==> config.mk <==
export PLATFORM = sky130hd
export DESIGN_NAME = intc_timer
export DESIGN_NICKNAME = d
export VERILOG_FILES = /design/src/rtl/intc_timer.sv
export SDC_FILE = /design/constraint.sdc
export NUM_CORES = 1
export LEC_CHECK = 0
export ABC_AREA = 1
export ABC_CLOCK_PERIOD_IN_PS = 2200
export CAP_MARGIN = 40
export CORE_UTILIZATION = 44
export CTS_BUF_LIST = sky130_fd_sc_hd__clkbuf_4 sky130_fd_sc_hd__clkbuf_8 sky130_fd_sc_hd__clkbuf_16
export DETAILED_ROUTE_END_ITERATION = 8
export MAX_ROUTING_LAYER = met4
export PLACE_DENSITY_LB_ADDON = 0.3
export SYNTH_ARGS = -nofsm -noshare
export SYNTH_HDL_FRONTEND = slang
export SYNTH_SLANG_ARGS = --single-unit
==> constraint.sdc <==
create_clock -name clk -period 2.2 [get_ports clk]
set_input_delay 0.44 -clock clk [delete_from_list [all_inputs] [get_ports clk]]
set_output_delay 0.44 -clock clk [all_outputs]
set_load 0.01 [all_outputs]
==> src/rtl/intc_timer.sv <==
// intc_timer: 16-line interrupt controller with a 32-bit countdown timer driving line 0.
module intc_timer #(
  parameter logic [17:0] BASE_ADDR = 18'h3FF00
) (
  input  logic        clk,
  input  logic        rst_n,
  input  logic        clk_en,
  input  logic [14:0] ext_irq,
  input  logic [3:0]  wr_we,
  input  logic [17:0] wr_addr,
  input  logic [31:0] wr_data,
  input  logic [17:0] rd_addr,
  output logic [31:0] rd_data,
  output logic        rd_hit,
  output logic [15:0] interrupts
);
  logic [15:0] pending_q, pending_d, enable_q, enable_d;
  logic [31:0] reload_q, reload_d, count_q, count_d, rd_data_q, rd_data_d;
  logic [1:0]  ctrl_q, ctrl_d;
  logic [14:0] mode_q, mode_d, irq_prev_q;
  logic        rd_hit_q, rd_hit_d;
  logic        wr_hit, w_pend, w_en, w_rel, w_ctrl, w_mode;
  logic        tick, expire, rearm;
  logic [31:0] wmask, rd_val;
  logic [15:0] src_set, w1c;
  logic        unused;
  assign unused = ^{wr_addr[1:0], rd_addr[1:0]};
  assign wmask  = {{8{wr_we[3]}}, {8{wr_we[2]}}, {8{wr_we[1]}}, {8{wr_we[0]}}};
  assign wr_hit = (wr_addr[17:5] == BASE_ADDR[17:5]) && |wr_we;
  assign w_pend = wr_hit && wr_addr[4:2] == 3'd0;
  assign w_en   = wr_hit && wr_addr[4:2] == 3'd1;
  assign w_rel  = wr_hit && wr_addr[4:2] == 3'd2;
  assign w_ctrl = wr_hit && wr_addr[4:2] == 3'd4;
  assign w_mode = wr_hit && wr_addr[4:2] == 3'd5;
  assign w1c    = w_pend ? wr_data[15:0] & wmask[15:0] : 16'h0;
  // A RELOAD write preempts the countdown, so it suppresses both decrement and event
  assign tick   = ctrl_q[0] && count_q != '0 && !w_rel;
  assign expire = tick && count_q == 32'd1;
  assign rearm  = ctrl_q[1] && reload_q != '0;
  // Edge lines need a 0->1 transition against the sampled history; level lines set on any high
  assign src_set = {ext_irq & (~mode_q | ~irq_prev_q), expire};
  always_comb begin
    enable_d  = w_en ? (enable_q & ~wmask[15:0]) | (wr_data[15:0] & wmask[15:0]) : enable_q;
    reload_d  = w_rel ? (reload_q & ~wmask) | (wr_data & wmask) : reload_q;
    mode_d    = w_mode ? (mode_q & ~wmask[15:1]) | (wr_data[15:1] & wmask[15:1]) : mode_q;
    ctrl_d    = w_ctrl ? (ctrl_q & ~wmask[1:0]) | (wr_data[1:0] & wmask[1:0]) : ctrl_q;
    pending_d = (pending_q & ~w1c) | src_set;
    count_d   = w_rel ? reload_d : !tick ? count_q : !expire ? count_q - 32'd1 : rearm ? reload_q : '0;
    if (expire && !rearm) ctrl_d[0] = 1'b0;
    case (rd_addr[4:2])
      3'd0:    rd_val = {16'h0, pending_q};
      3'd1:    rd_val = {16'h0, enable_q};
      3'd2:    rd_val = reload_q;
      3'd3:    rd_val = count_q;
      3'd4:    rd_val = {30'h0, ctrl_q};
      3'd5:    rd_val = {16'h0, mode_q, 1'b0};
      default: rd_val = '0;
    endcase
    rd_hit_d  = rd_addr[17:5] == BASE_ADDR[17:5];
    rd_data_d = rd_hit_d ? rd_val : '0;
  end
  always_ff @(posedge clk) begin
    if (!rst_n) begin
      pending_q  <= '0;
      enable_q   <= '0;
      reload_q   <= '0;
      count_q    <= '0;
      ctrl_q     <= '0;
      mode_q     <= 15'h7FFF;
      irq_prev_q <= '0;
      rd_data_q  <= '0;
      rd_hit_q   <= 1'b0;
    end else if (clk_en) begin
      pending_q  <= pending_d;
      enable_q   <= enable_d;
      reload_q   <= reload_d;
      count_q    <= count_d;
      ctrl_q     <= ctrl_d;
      mode_q     <= mode_d;
      irq_prev_q <= ext_irq;
      rd_data_q  <= rd_data_d;
      rd_hit_q   <= rd_hit_d;
    end
  end
  assign rd_data    = rd_data_q;
  assign rd_hit     = rd_hit_q;
  assign interrupts = pending_q & enable_q;
endmodule

==> impl_results.md <==
- Gr ovfl total: 0
- Dominant cell type by area after synthesis: dfxtp_1
- # IOs: 139
- TNS Setup: 0 ns
- Ant diodes: 0
- Most common cell after layout, fill and taps aside: nand2_1
- First-pass GRT wire length: 50.0 mm
- Synthesized area per cell: 6.29 µm²
- Crit path DAT: 2.44 ns
- Post-Layout Cell Count: 1953
- Routed Antenna Nets: 0
- Critical path peak fanout: 9
- Clock Path Buffers: 2
- Crit path cell chain: nor2_2 > nand2_1 > nor2_4 > nand2_1 > nor2_1 > nor2_2 > nand3_2 > buf_4 > nand2_1 > nand3_1 > nand2_1 > a21oi_1
- Mapped Cells: 1493
- Setup violators final: 0
- Xor-xnor portion of the synthesized cell area: 2.05%
- CTS tree: yes
- Post-synthesis cell area: 9390 µm²
- Yosys warnings: 0
- Final #Nets: 1758
- Crit path time final: 2.06 ns
- Crit Path Class: flop to flop
- Most Frequent Cell on Critical Path: nand2_1
- CP Capture Type: flop
- Worst rel slew slack: 49.7%
- Synth top area share: 34.3%
- Fmax: 486 MHz
- Max rail drop VDD: 0.458 mV
- Core ar.: 21000 µm²
- Adder-cell share of the synthesized area: 0.400%
- Worst setup SP type: flop
- Num Clock Sinks: 161
- Pre-antenna DRT Iters: 6
- Worst endpoint required time: 2.58 ns
- Hold Vio Cnt, Final: 0
- Post-synth ARST share: 0%
- Compound-Gate Fraction of Synth Area: 21.8%
- Root Buffer: clkbuf_16
- H-tree levels: 4
- Delay-heaviest family, CP: simple AND/OR/NAND/NOR gates
- Pint: 4.91 mW
- Pleak: 5.40 nW
- Power per Cell Area: 559 nW/µm²
- Slowest CP cell: dfxtp_1
- Initial antenna violation count: 0
- Die width: 148 µm
- Clock group share of total power: 44.9%
- Die Height: 148 µm
- Post-CTS repair timing setup buffer count: 0
- Most frequent cells in the layout: nand2_1 (416), a21oi_1 (168), inv_1 (163), dfxtp_1 (161), clkdlybuf4s50_1 (134)
- Syn nets: 1586
- Largest net degree at the start of global routing: 53
- Initial Util: 44.8%
- #FFs+latches synth: 161
- Num rows: 53
- Sequential share of power: 44.5%
- Synth area leaders: dfxtp_1 (34%), nand2_1 (17%), a21oi_1 (9.0%)
- Mux share of post-synthesis cell area: 0%
- Inst Count DP: 1921
- Max-capacitance violation count: 0
- Dpl hpwl: 23.1 mm
- Netlist cell types: 40
- Port bufs: 134
- RD Place Congestion: 0.994
- Via/cell ratio: 5.40
- Primary FF master, synth: dfxtp_1
- Pins Over Slew Limit: 0
- Largest family of logic cells by synthesized area: simple AND/OR/NAND/NOR gates
- Comb pwr share: 10.6%
- Global Route Usage Sum: 29.8%
- Net Sw Frac: 28.0%
- Clk pin slew, worst setup/hold paths: 0.07 ns
- Seq/Total Area, Yosys: 34.3%
- Worst Hold Class: flop to flop
- Worst path max stage delay: 0.39 ns
- WL final: 31.1 mm
- Full die area: 21900 µm²
- Vias in the first global route: 9865
- 1st-iter DRT viols: 872
- Actual slew at the worst max-slew pin: 0.752 ns
- Avg WL per Cell: 15.9 µm
- Status: complete, no violations
- EDFF count, synth: 0
- Hold_buf cts: 0
- Clock buffer count from CTS: 17
- Post-Synth Simple-Gate Area: 30.6%
- Period utilization: 93.5%
- Area Growth Syn to Fin: 30.1%
- Worst skew pair latency: 0.45 ns
- # DRC: 0
- Tot Pwr: 6.82 mW
- P_sw: 1.91 mW
- Worst Skew: 0.0145 ns
- Layout cells sized above 1: 9.77%
- Vias: 10.5k
- Worst path bufs/invs: 1
[final cells by class]
type | instances | area (µm²)
inverter | 169 | 637
tap | 275 | 344
sequential | 161 | 3220
timing repair buffer | 236 | 2220
clock inverter | 15 | 178
multi-input combinational | 1080 | 5190
clock buffer | 17 | 425
fill | 2101 | 8740
[path summary, 6_finish.rpt]
kind                      start            end  slack (ns)  cells past startpoint
hold reg to reg   irq_prev_q[0]  irq_prev_q[0]        0.46                      2
setup reg to reg    count_q[14]    count_q[18]        0.14                     12
setup / recovery    count_q[14]    count_q[18]        0.14                     12
hold / removal    irq_prev_q[0]  irq_prev_q[0]        0.46                      2
[metal layers]
metal  vias up  routed length [µm]  global-route usage, %
li1       5257                   -                      -
met3        96                1930                   4.69
met4         0                1680                   17.4
met1      4781               12900                   35.3
met5         -                   0                      -
met2       405               14600                   47.9
[power groups by stage]
stage / combinational [mW] / clock (mW) / sequential, mW
2_1_floorplan: 0.365 / 0 / 3.09
3_3_place_gp: 0.703 / 0 / 3.10
3_5_place_dp: 0.712 / 0 / 3.10
4_1_cts: 0.714 / 3.07 / 3.04
5_1_grt: 0.791 / 3.22 / 3.05
6_report: 0.723 / 3.06 / 3.04
[cells in the mapped netlist, types with 17 or more instances]
| library cell | number |
|---|---|
| nor2_1 | 133 |
| nand2_1 | 417 |
| nand3_1 | 77 |
| o221ai_1 | 24 |
| nor3_1 | 21 |
| inv_1 | 165 |
| o22ai_1 | 21 |
| xor2_1 | 18 |
| o21ai_0 | 102 |
| dfxtp_1 | 161 |
| buf_2 | 17 |
| clkbuf_1 | 57 |
| o211ai_1 | 20 |
| a21oi_1 | 168 |
| nand4_1 | 26 |
[through the flow]
stage	area (µm²)	utilization, %	hold WS, ns	worst slack (ns)
floorplan	9390	-	0.439	0.320
global placement	11600	55.3	0.448	-0.281
detailed placement	11600	55.3	0.452	-0.321
CTS	12200	58.2	0.463	0.0848
global route	12200	58.3	0.479	-0.00139
finish	12200	58.3	0.462	0.144
[worst reg2reg max path: stages, from the launching register on]
cell,delay (ns)
dfxtp_1,0.39
nor2_2,0.18
nand2_1,0.13
nor2_4,0.20
nand2_1,0.13
nor2_1,0.18
nor2_2,0.09
nand3_2,0.10
buf_4,0.20
nand2_1,0.10
nand3_1,0.09
nand2_1,0.08
a21oi_1,0.12
[kinds of logic after synthesis]
group	Yosys count
flip-flops	161
adder cells (fa/ha/maj)	3
AND/OR/NAND/NOR	692
XOR/XNOR	22
buffers and inverters	252
AO/OA/AOI/OAI	363
[timing repair]
action / CTS / global route
setup endpoints to repair: 0 / 19
gates resized for setup: 0 / 11
hold endpoints to repair: 0 / 0
Power figures use the tool's default switching activity.
